===== src/rtl/keypad_pkg.sv =====
// keypad_pkg: keymap, debounce states and width helper shared by the
// keypad scanner; auto-repeat is built only with KEYPAD_REPEAT_EN.
package keypad_pkg;

  typedef logic [1:0] db_state_t;

  localparam db_state_t IDLE       = 2'd0;
  localparam db_state_t PRESS_WAIT = 2'd1;
  localparam db_state_t HELD       = 2'd2;
  localparam db_state_t REL_WAIT   = 2'd3;

  // Pmod KYPD legends, indexed by r*4+c
  localparam logic [3:0] KEYMAP [16] = '{
    4'h1, 4'h2, 4'h3, 4'hA,
    4'h4, 4'h5, 4'h6, 4'hB,
    4'h7, 4'h8, 4'h9, 4'hC,
    4'h0, 4'hF, 4'hE, 4'hD
  };

  function automatic int kw_of(input int rows, input int cols);
    return $clog2(rows * cols);
  endfunction

endpackage


===== src/rtl/keypad_debounce.sv =====
// keypad_debounce: frame-level press/release debounce FSM; the
// auto-repeat counter exists only when KEYPAD_REPEAT_EN is defined.
module keypad_debounce
  import keypad_pkg::*;
#(
  parameter int KW              = 4,
  parameter int DEBOUNCE_FRAMES = 4
`ifdef KEYPAD_REPEAT_EN
  ,
  parameter int REPEAT_FRAMES   = 32
`endif
) (
  input  logic          clk,
  input  logic          rst,
  input  logic          frame_end,
  input  logic          frame_hit,
  input  logic [KW-1:0] frame_code,
  output logic [KW-1:0] key,
  output logic          key_valid,
  output logic          key_down
);

  localparam logic [3:0] DLIM = 4'(DEBOUNCE_FRAMES);

  db_state_t     state, state_n;
  logic [KW-1:0] cand, cand_n;
  logic [3:0]    cnt, cnt_n;
  logic          same_cand;
  logic          shows_key;
  logic          cnt_done;
  logic          accept;
  logic          rel;
  logic          strobe;

  assign same_cand = frame_hit && (frame_code == cand);
  assign shows_key = frame_hit && (frame_code == key);
  // cnt is zero in IDLE and HELD, so this also covers DEBOUNCE_FRAMES=1
  assign cnt_done  = (cnt + 4'd1) >= DLIM;

  always_comb begin
    state_n = state;
    cnt_n   = cnt;
    cand_n  = cand;
    accept  = 1'b0;
    rel     = 1'b0;
    if (frame_end) begin
      unique case (state)
        IDLE: begin
          if (frame_hit) begin
            cand_n  = frame_code;
            cnt_n   = 4'd1;
            state_n = PRESS_WAIT;
            accept  = cnt_done;
          end
        end
        PRESS_WAIT: begin
          if (!frame_hit) begin
            cnt_n   = '0;
            state_n = IDLE;
          end else if (!same_cand) begin
            cand_n = frame_code;
            cnt_n  = 4'd1;
          end else begin
            cnt_n  = cnt + 4'd1;
            accept = cnt_done;
          end
        end
        HELD: begin
          if (!shows_key) begin
            cnt_n   = 4'd1;
            state_n = REL_WAIT;
            rel     = cnt_done;
          end
        end
        REL_WAIT: begin
          if (shows_key) begin
            cnt_n   = '0;
            state_n = HELD;
          end else begin
            cnt_n = cnt + 4'd1;
            rel   = cnt_done;
          end
        end
        default: state_n = IDLE;
      endcase
    end
    if (accept) begin
      cnt_n   = '0;
      state_n = HELD;
    end
    if (rel) begin
      cnt_n   = '0;
      state_n = IDLE;
    end
  end

`ifdef KEYPAD_REPEAT_EN
  localparam int RW = $clog2(REPEAT_FRAMES + 1);

  logic [RW-1:0] rep;
  logic          rep_tick;
  logic          rep_fire;

  assign rep_tick = frame_end && (state == HELD) && shows_key;
  assign rep_fire = rep_tick && ((rep + RW'(1)) >= RW'(REPEAT_FRAMES));
  assign strobe   = accept | rep_fire;

  // paused while in REL_WAIT, cleared once the key is released
  always_ff @(posedge clk) begin
    if (rst) begin
      rep <= '0;
    end else if (accept || rel || rep_fire) begin
      rep <= '0;
    end else if (rep_tick) begin
      rep <= rep + RW'(1);
    end
  end
`else
  assign strobe = accept;
`endif

  always_ff @(posedge clk) begin
    if (rst) begin
      state     <= IDLE;
      cand      <= '0;
      cnt       <= '0;
      key       <= '0;
      key_valid <= 1'b0;
      key_down  <= 1'b0;
    end else begin
      state     <= state_n;
      cand      <= cand_n;
      cnt       <= cnt_n;
      key_valid <= strobe;
      if (accept) begin
        key      <= cand_n;
        key_down <= 1'b1;
      end else if (rel) begin
        key_down <= 1'b0;
      end
    end
  end

endmodule


===== src/rtl/keypad_scanner.sv =====
// keypad_scanner: column strobe, row synchroniser, frame reduction and
// keymap for a matrix keypad; KEYPAD_REPEAT_EN enables auto-repeat.
module keypad_scanner
  import keypad_pkg::*;
#(
  parameter  int ROWS            = 4,
  parameter  int COLS            = 4,
  parameter  int SCAN_DIV        = 50000,
  parameter  int DEBOUNCE_FRAMES = 4,
  parameter  int USE_PMOD_MAP    = 1,
  parameter  int REPEAT_FRAMES   = 32,
  localparam int KW              = kw_of(ROWS, COLS)
) (
  input  logic            clk,
  input  logic            rst,
  input  logic [ROWS-1:0] row,
  output logic [COLS-1:0] col,
  output logic [KW-1:0]   key,
  output logic            key_valid,
  output logic            key_down,
  output logic            multi_key
);

  localparam int CW = $clog2(COLS);
  localparam int DW = $clog2(SCAN_DIV);
  localparam logic [CW-1:0] CLAST = CW'(COLS - 1);
  localparam logic [DW-1:0] DLAST = DW'(SCAN_DIV - 1);

  logic [CW-1:0]   c;
  logic [DW-1:0]   div;
  logic [ROWS-1:0] row_s1, row_s2;
  logic [ROWS-1:0] pressed;
  logic            sample, last_col, frame_end;
  logic            acc_hit, acc_multi;
  logic [KW-1:0]   acc_idx;
  logic            cur_hit, cur_multi;
  logic [KW-1:0]   cur_idx;
  logic            frm_hit, frm_multi;
  logic [KW-1:0]   frm_idx, frm_code;

  assign sample    = (div == DLAST);
  assign last_col  = (c == CLAST);
  assign frame_end = sample & last_col;

  always_ff @(posedge clk) begin
    if (rst) begin
      c   <= '0;
      div <= '0;
      col <= ~COLS'(1);
    end else if (sample) begin
      div <= '0;
      c   <= last_col ? '0 : c + CW'(1);
      col <= {col[COLS-2:0], col[COLS-1]};
    end else begin
      div <= div + DW'(1);
    end
  end

  always_ff @(posedge clk) begin
    if (rst) begin
      row_s1 <= '1;
      row_s2 <= '1;
    end else begin
      row_s1 <= row;
      row_s2 <= row_s1;
    end
  end

  assign pressed = ~row_s2;

  // lowest pressed row of the current column wins
  always_comb begin
    cur_idx = '0;
    for (int r = ROWS - 1; r >= 0; r--) begin
      if (pressed[r]) cur_idx = KW'(r * COLS + int'(c));
    end
  end

  assign cur_hit   = |pressed;
  assign cur_multi = |(pressed & (pressed - ROWS'(1)));
  assign frm_hit   = acc_hit | cur_hit;
  assign frm_idx   = acc_hit ? acc_idx : cur_idx;
  assign frm_multi = acc_multi | cur_multi | (acc_hit & cur_hit);

  always_ff @(posedge clk) begin
    if (rst) begin
      acc_hit   <= 1'b0;
      acc_multi <= 1'b0;
      acc_idx   <= '0;
      multi_key <= 1'b0;
    end else if (sample) begin
      if (last_col) begin
        acc_hit   <= 1'b0;
        acc_multi <= 1'b0;
        acc_idx   <= '0;
        multi_key <= frm_multi;
      end else begin
        acc_hit   <= frm_hit;
        acc_multi <= frm_multi;
        acc_idx   <= frm_idx;
      end
    end
  end

  generate
    if (USE_PMOD_MAP != 0) begin : g_pmod
      assign frm_code = KW'(KEYMAP[frm_idx[3:0]]);
    end else begin : g_lin
      assign frm_code = frm_idx;
    end
  endgenerate

  keypad_debounce #(
    .KW              (KW),
    .DEBOUNCE_FRAMES (DEBOUNCE_FRAMES)
`ifdef KEYPAD_REPEAT_EN
    ,
    .REPEAT_FRAMES   (REPEAT_FRAMES)
`endif
  ) u_db (
    .clk        (clk),
    .rst        (rst),
    .frame_end  (frame_end),
    .frame_hit  (frm_hit),
    .frame_code (frm_code),
    .key        (key),
    .key_valid  (key_valid),
    .key_down   (key_down)
  );

endmodule

===== config.mk =====
export PLATFORM = sky130hd
export DESIGN_NAME = keypad_scanner
export DESIGN_NICKNAME = d
export VERILOG_FILES = /design/src/rtl/keypad_pkg.sv /design/src/rtl/keypad_debounce.sv /design/src/rtl/keypad_scanner.sv
export SDC_FILE = /design/constraint.sdc
export NUM_CORES = 1
export LEC_CHECK = 0
export BUFFER_PORTS_ARGS = -buffer_cell sky130_fd_sc_hd__buf_4
export CORE_ASPECT_RATIO = 0.75
export CORE_MARGIN = 2
export CORE_UTILIZATION = 64
export DETAILED_ROUTE_END_ITERATION = 8
export GPL_TIMING_DRIVEN = 0
export PLACE_DENSITY = 0.89
export SLEW_MARGIN = 30
export SYNTH_ARGS = -nofsm -noshare
export SYNTH_HDL_FRONTEND = slang
export SYNTH_HIERARCHICAL = 1
export SYNTH_SLANG_ARGS = --single-unit
export TNS_END_PERCENT = 1

===== constraint.sdc =====
create_clock -name clk -period 5.4 [get_ports clk]
set_clock_uncertainty 0.15 [all_clocks]
set_input_delay 0.81 -clock clk [delete_from_list [all_inputs] [get_ports clk]]
set_output_delay 0.81 -clock clk [all_outputs]
set_load 0.02 [all_outputs]

==> results of run 1 <==
-- area by class of cell --
type / count / area [um2] / share of cell area (%)
Timing Repair Buffer: 16 / 120 / 4.20
Sequential cell: 53 / 1060 / 37.1
Tap cell: 52 / 65.1 / 2.27
Inverter: 10 / 37.5 / 1.31
Multi-Input combinational cell: 224 / 1420 / 49.8
Clock buffer: 7 / 86.3 / 3.02
Buffer: 9 / 37.5 / 1.31
Clock inverter: 1 / 30.0 / 1.05
-- metrics by stage --
| stage | std cells | utilization [%] | hold WS [ps] | worst slack (ps) | area [um2] |
|---|---|---|---|---|---|
| after floorplan | 296 | - | 239 | 2410 | 2560 |
| after global placement | 364 | 73.1 | 240 | 2020 | 2750 |
| after detailed placement | 364 | 73.1 | 247 | 1970 | 2750 |
| after CTS | 372 | 76.2 | 268 | 1930 | 2860 |
| after global routing | 372 | 76.2 | 277 | 1540 | 2860 |
| final | 372 | 76.2 | 266 | 1880 | 2860 |
-- cells by family (layout without fill, tap and decap cells) --
family / count (synthesis) / count (layout) / share of synthesized area, %
adders and majority gates: 6 / 6 / 2.83
muxes: 7 / 7 / 2.83
and+or+nand+nor: 131 / 131 / 26.1
DFF: 53 / 53 / 41.4
buffers and inverters: 19 / 43 / 2.93
xor gates and xnor gates: 23 / 23 / 7.87
AOI/OAI and AO/OA: 57 / 57 / 16.0
-- worst paths after layout --
check / startpoint / end / depth (start not counted) / slack, ps
worst min-delay path: row_s1[3] / row_s2[3] / 1 / 270
worst max-delay path: acc_hit / u_db/cnt[3] / 11 / 1880
worst max register to register: acc_hit / u_db/cnt[3] / 11 / 1880
worst min register to register: row_s1[3] / row_s2[3] / 1 / 270
-- routing by layer --
metal / vias up / GRT usage [%] / routed length (um)
met5: - / 0 / 0
met2: 49 / 41.0 / 2340
met4: 0 / 11.2 / 67
met3: 10 / 5.21 / 216
met1: 1018 / 33.6 / 2580
li1: 1099 / - / -
-- power groups by stage --
stage / Clock, mW / Combinational, mW / Sequential (mW)
6_report: 0.276 / 0.0403 / 0.399
5_1_grt: 0.292 / 0.0450 / 0.400
4_1_cts: 0.282 / 0.0399 / 0.399
3_5_place_dp: 0 / 0.0397 / 0.408
3_3_place_gp: 0 / 0.0382 / 0.408
2_1_floorplan: 0 / 0.0292 / 0.407
-- layout by cell type, fill, tap and decap left out, types with 3 or more instances in the layout --
| cell | count |
|---|---|
| xnor2_1 | 19 |
| ha_1 | 5 |
| clkbuf_1 | 7 |
| buf_2 | 3 |
| o21ai_0 | 10 |
| o31ai_1 | 3 |
| and2_1 | 3 |
| nand4_1 | 6 |
| xor2_1 | 4 |
| a211oi_1 | 4 |
| or2_2 | 8 |
| o211ai_1 | 3 |
| mux2i_1 | 5 |
| o2111ai_1 | 3 |
| nor4_1 | 4 |
| inv_1 | 9 |
| a31oi_1 | 5 |
| a21oi_1 | 12 |
| nor3_1 | 7 |
| nand2_1 | 35 |
| nor2_1 | 35 |
| dfxtp_1 | 53 |
| nor2b_1 | 3 |
| clkbuf_8 | 6 |
| nand3_1 | 13 |
| buf_4 | 16 |
-- state kept, by name (all words and copies together), names as in the netlist, 4 cells and up --
signal     flops
row_s1         4
u_db/cand      4
row_s2         4
acc_idx        4
col            4
div           16
u_db/key       4
u_db/cnt       4
==> key figures, run 1 <==
GRT
  • First-pass GRT wire length: 9230 um
  • Antenna violations before repair: 0
  • GRT Overall Usage: 25.4%
  • Vias in the first global route: 2058
  • Pin count of the biggest net entering global routing: 16
  • GRT overflow: 0

Critical path
  • CP Capture Type: flop
  • WP buf/inv: 2
  • Critical path type: flop to flop
  • WP data arrival: 3600 ps
  • Most frequent CP cell: clkbuf_1
  • Worst-path fanout max: 10
  • Slowest-stage cell, CP: a311o_2
  • Startpoint Class: flop
  • Req. time, crit path: 5480 ps
  • CP top delay family: compound AO/OA/AOI/OAI gates
  • CP max stage delay: 510 ps
  • CP Cell Sequence: clkbuf_1 -> clkbuf_1 -> nand2_1 -> o21ai_0 -> ha_1 -> o211ai_1 -> xor2_1 -> nor3_2 -> a21oi_1 -> a311o_2 -> a31oi_1

STA
  • Final setup vio count: 0
  • Unrepaired setup endpoints after global routing: no
  • Final min period: 3520 ps
  • Actual slew at the worst max-slew pin: 727 ps
  • Post-route clock period utilization: 65.2%
  • Max-slew headroom: 51.1%
  • Final Hold Viols: 0
  • Fin. max-slew vios: 0
  • TNS Setup: 0 ps
  • Fmax achieved: 284 MHz

Routing
  • DRC viols: 0
  • Per-cell routed wire length: 14.0 um
  • Pre-Repair DR Iteration Count: 4
  • ANT nets after route: 0
  • Initial drt markers: 129
  • Post-DR vias/cell: 5.85
  • Routed vias: 2176
  • Final Routed Wirelength: 5200 um

Power and ir drop
  • Total Power: 0.716 mW
  • Combinational power share: 5.6%
  • Worst vdd ir: 0.000230 V
  • Reg power frac: 55.7%
  • Internal power: 0.562 mW
  • Switching Fraction: 21.4%
  • Leakage: 1.01 nW
  • Clock power share: 38.6%
  • P per Cell Area: 250 nW/um2
  • Switching power total: 0.153 mW

Synth
  • Top cells by area, synth: dfxtp_1, xnor2_1, nand2_1
  • EDFF count, synth: 0
  • Area share of the largest cell type after synthesis: 41.4%
  • Biggest area consumer among synthesized cells: dfxtp_1
  • Synthesized area per cell: 8.65 um2
  • Top-count cell post-synth: dfxtp_1
  • Cell area after synthesis: 2560 um2
  • Post-Syn Nets: 307
  • Post-synth top cells: dfxtp_1, nand2_1, nor2_1
  • Register area share after synthesis: 41.4%
  • Fraction of registers with async set/reset: 0%
  • Yosys reg bits: 53
  • Ys flop type: dfxtp_1
  • Synth unique cells: 56
  • Gate count of the mapped netlist: 296
  • Number of synthesis warnings: 6

CTS
  • Cts hold-fix bufs: 0
  • CTS tree: built
  • CTS H-tree depth: 2
  • Root buffer cell: clkbuf_8
  • Resized Gates After CTS: 0
  • Total CTS buffers: 5
  • Setup bufs post-CTS: 0
  • Clock tree buffer depth: 2
  • Worst-path clk slew: 90 ps
  • Clock latency on the worst-skew pair: 310 ps
  • Clock sink total: 53

Placed design
  • GPL Wtd Cong: 0.868
  • Post-DP HPWL: 3770 um
  • Input/output buffers: 16

Die
  • Die X-Extent: 77.0 um
  • Die ar.: 4530 um2
  • Core Box Area: 3760 um2
  • Die Span Y: 58.8 um
  • Initial core utilization: 68.2%
  • IO Pins: 17
  • Placement Rows: 19

Outcome
  • Outcome: finished, final reports clean

Layout
  • Ant diodes: 0
  • Fillers: 299
  • Layout cells sized above 1: 14.4%
  • Nets: 330
  • Area grow syn2layout: 11.8%

Job
  • Max cap viols: 0

Hold path
  • Min-delay worst type: flop to flop
Power figures use the tool's default switching activity.
==> run 2, diff against run 1 <==
--- a/config.mk
+++ b/config.mk
@@ -8,10 +8,10 @@
 export BUFFER_PORTS_ARGS = -buffer_cell sky130_fd_sc_hd__buf_4
 export CORE_ASPECT_RATIO = 0.75
 export CORE_MARGIN = 2
-export CORE_UTILIZATION = 64
+export CORE_UTILIZATION = 54
 export DETAILED_ROUTE_END_ITERATION = 8
 export GPL_TIMING_DRIVEN = 0
-export PLACE_DENSITY = 0.89
+export PLACE_DENSITY = 0.8
 export SLEW_MARGIN = 30
 export SYNTH_ARGS = -nofsm -noshare
 export SYNTH_HDL_FRONTEND = slang
==> constraint.sdc (replaced) <==
create_clock -name clk -period 2.95 [get_ports clk]
set_clock_uncertainty 0.15 [all_clocks]
set_input_delay 0.4425 -clock clk [delete_from_list [all_inputs] [get_ports clk]]
set_output_delay 0.4425 -clock clk [all_outputs]
set_load 0.02 [all_outputs]
==> key figures, run 2 (same netlist as run 1, synthesis figures left out) <==
Outcome
  • Outcome: finished, final reports clean

Hold path
  • Min-delay worst type: primary input to flop

Critical path
  • WP data arrival: 2960 ps
  • Slowest-stage cell, CP: a311o_2
  • Critical path type: flop to flop
  • CP startpoint: row_s2[1]
  • Startpoint Class: flop
  • CP max stage delay: 440 ps
  • Reg2reg end: u_db/cnt[0]
  • Reg2reg path depth: 10
  • Worst reg2reg setup slack: 70 ps
  • Setup crit end: u_db/cnt[0]
  • CP Capture Type: flop
  • Worst-path fanout max: 6
  • CP Cell Sequence: nand4_1 -> nand2_1 -> o21ai_4 -> ha_1 -> a221o_1 -> xor2_1 -> nor3_2 -> a21oi_2 -> a311o_2 -> a211oi_2
  • FF-to-FF Start: row_s2[1]
  • Req. time, crit path: 3030 ps

GRT
  • GRT Overall Usage: 20.5%
  • Pin count of the biggest net entering global routing: 18
  • First-pass GRT wire length: 8840 um
  • Antenna violations before repair: 0
  • GRT overflow: 0
  • Vias in the first global route: 1904

Power and ir drop
  • Worst vdd ir: 0.000365 V
  • Leakage: 1.07 nW
  • P per Cell Area: 408 nW/um2

Placed design
  • Cell count after placement: 369
  • Post-DP HPWL: 3660 um
  • Input/output buffers: 16
  • GPL Wtd Cong: 0.868

Job
  • Max cap viols: 0

Layout
  • Nets: 338
  • Commonest cells after routing, fill and taps aside: dfxtp_1, nor2_1, nand2_1, buf_4, xnor2_1
  • Max reg flops: 16
  • Final cell count without fillers: 385
  • Area grow syn2layout: 17.1%
  • Flip-flop and latch area: 1070 um2
  • Commonest non-fill, non-tap cell in the layout: dfxtp_1
  • Area of the multi-input gates: 1490 um2
  • Biggest register: div
  • Ant diodes: 0
  • Layout cells sized above 1: 21.6%
  • Fillers: 390

STA
  • Post-route clock period utilization: 97.7%
  • Final min period: 2880 ps
  • Final Hold Viols: 0
  • Final setup vio count: 0
  • Unrepaired setup endpoints after global routing: yes
  • Fin. max-slew vios: 0
  • Hold WS: 164 ps
  • Max-slew headroom: 49.8%
  • Fmax achieved: 347 MHz
  • Actual slew at the worst max-slew pin: 747 ps

CTS
  • CTS tree: built
  • Clock sink total: 53
  • CTS H-tree depth: 2
  • Total CTS buffers: 5
  • Clock tree buffer depth: 2
  • Clock latency on the worst-skew pair: 310 ps
  • Root buffer cell: clkbuf_8
  • Worst-path clk slew: 90 ps

Routing
  • Post-DR vias/cell: 5.67
  • ANT nets after route: 0
  • DRC viols: 0
  • Final Routed Wirelength: 5330 um
  • Per-cell routed wire length: 13.9 um
  • Pre-Repair DR Iteration Count: 4
  • Routed vias: 2183
  • Initial drt markers: 119

Die
  • Core Box Area: 4520 um2
  • Initial core utilization: 56.6%
  • IO Pins: 17
  • Die X-Extent: 83.5 um
  • Die Span Y: 63.6 um
  • Placement Rows: 21
  • Die ar.: 5310 um2
==> run 2: worst min-delay path by stage <==
stage,from,to,slack [ps],depth (start not counted)
finish,row[3],row_s1[3],160,2
global route,row[0],row_s1[0],150,2
CTS,row[0],row_s1[0],150,2
detailed placement,row_s1[1],row_s2[1],250,1
global placement,row_s1[0],row_s2[0],240,1
floorplan,row_s1[0],row_s2[0],240,1
==> run 2: final cells by class <==
| type | count | share of cell area, % |
|---|---|---|
| Sequential cell | 53 | 35.8 |
| Timing Repair Buffer | 25 | 6.26 |
| Tap cell | 57 | 2.38 |
| Buffer | 8 | 1.63 |
| Clock buffer | 5 | 2.30 |
| Multi-Input combinational cell | 224 | 49.7 |
| Inverter | 10 | 1.25 |
| Clock inverter | 3 | 0.751 |
==> run 2: repair_timing <==
| item | 4_1_cts | 5_1_grt |
|---|---|---|
| hold buffers | 0 | 0 |
| pin swaps | 6 | 11 |
| setup endpoints to repair | 16 | 13 |
| hold endpoints to repair | 0 | 0 |
| setup buffers | 7 | 2 |
| resized for setup | 13 | 15 |
==> run 2: worst max-delay path, delay by kind of cell (launching register included) <==
family | cells | cell delay, ps
compound gates | 5 | 1340
flops | 1 | 380
xor+xnor | 1 | 190
fa+ha+maj | 1 | 250
simple gates | 3 | 520
==> run 2: where the power goes <==
| group | switching [mW] | total (mW) | internal, mW | leakage (nW) |
|---|---|---|---|---|
| sequential | 0.00672 | 0.729 | 0.722 | 0.429 |
| combinational | 0.0484 | 0.0867 | 0.0383 | 0.608 |
| clock | 0.240 | 0.406 | 0.167 | 0.0364 |
==> run 2: per-layer routing <==
| layer | routed length (um) | up-vias | track usage [%] |
|---|---|---|---|
| li1 | - | 1120 | - |
| met1 | 2620 | 1013 | 28.4 |
| met2 | 2400 | 39 | 31.0 |
| met3 | 219 | 11 | 4.85 |
| met4 | 93 | 0 | 7.66 |
| met5 | 0 | - | 0 |
==> run 2: stage by stage <==
stage	power [mW]	cell area, um2	utilization [%]	setup TNS (ps)	setup WS (ps)
after detailed placement	0.818	2750	60.9	-4630	-437
after global placement	0.817	2750	60.9	-3600	-361
after global routing	1.27	3000	66.3	-165	-51.1
final	1.22	3000	66.3	0	69.2
after floorplan	0.798	2560	-	0	40.4
after CTS	1.24	2940	65.1	0	15.1
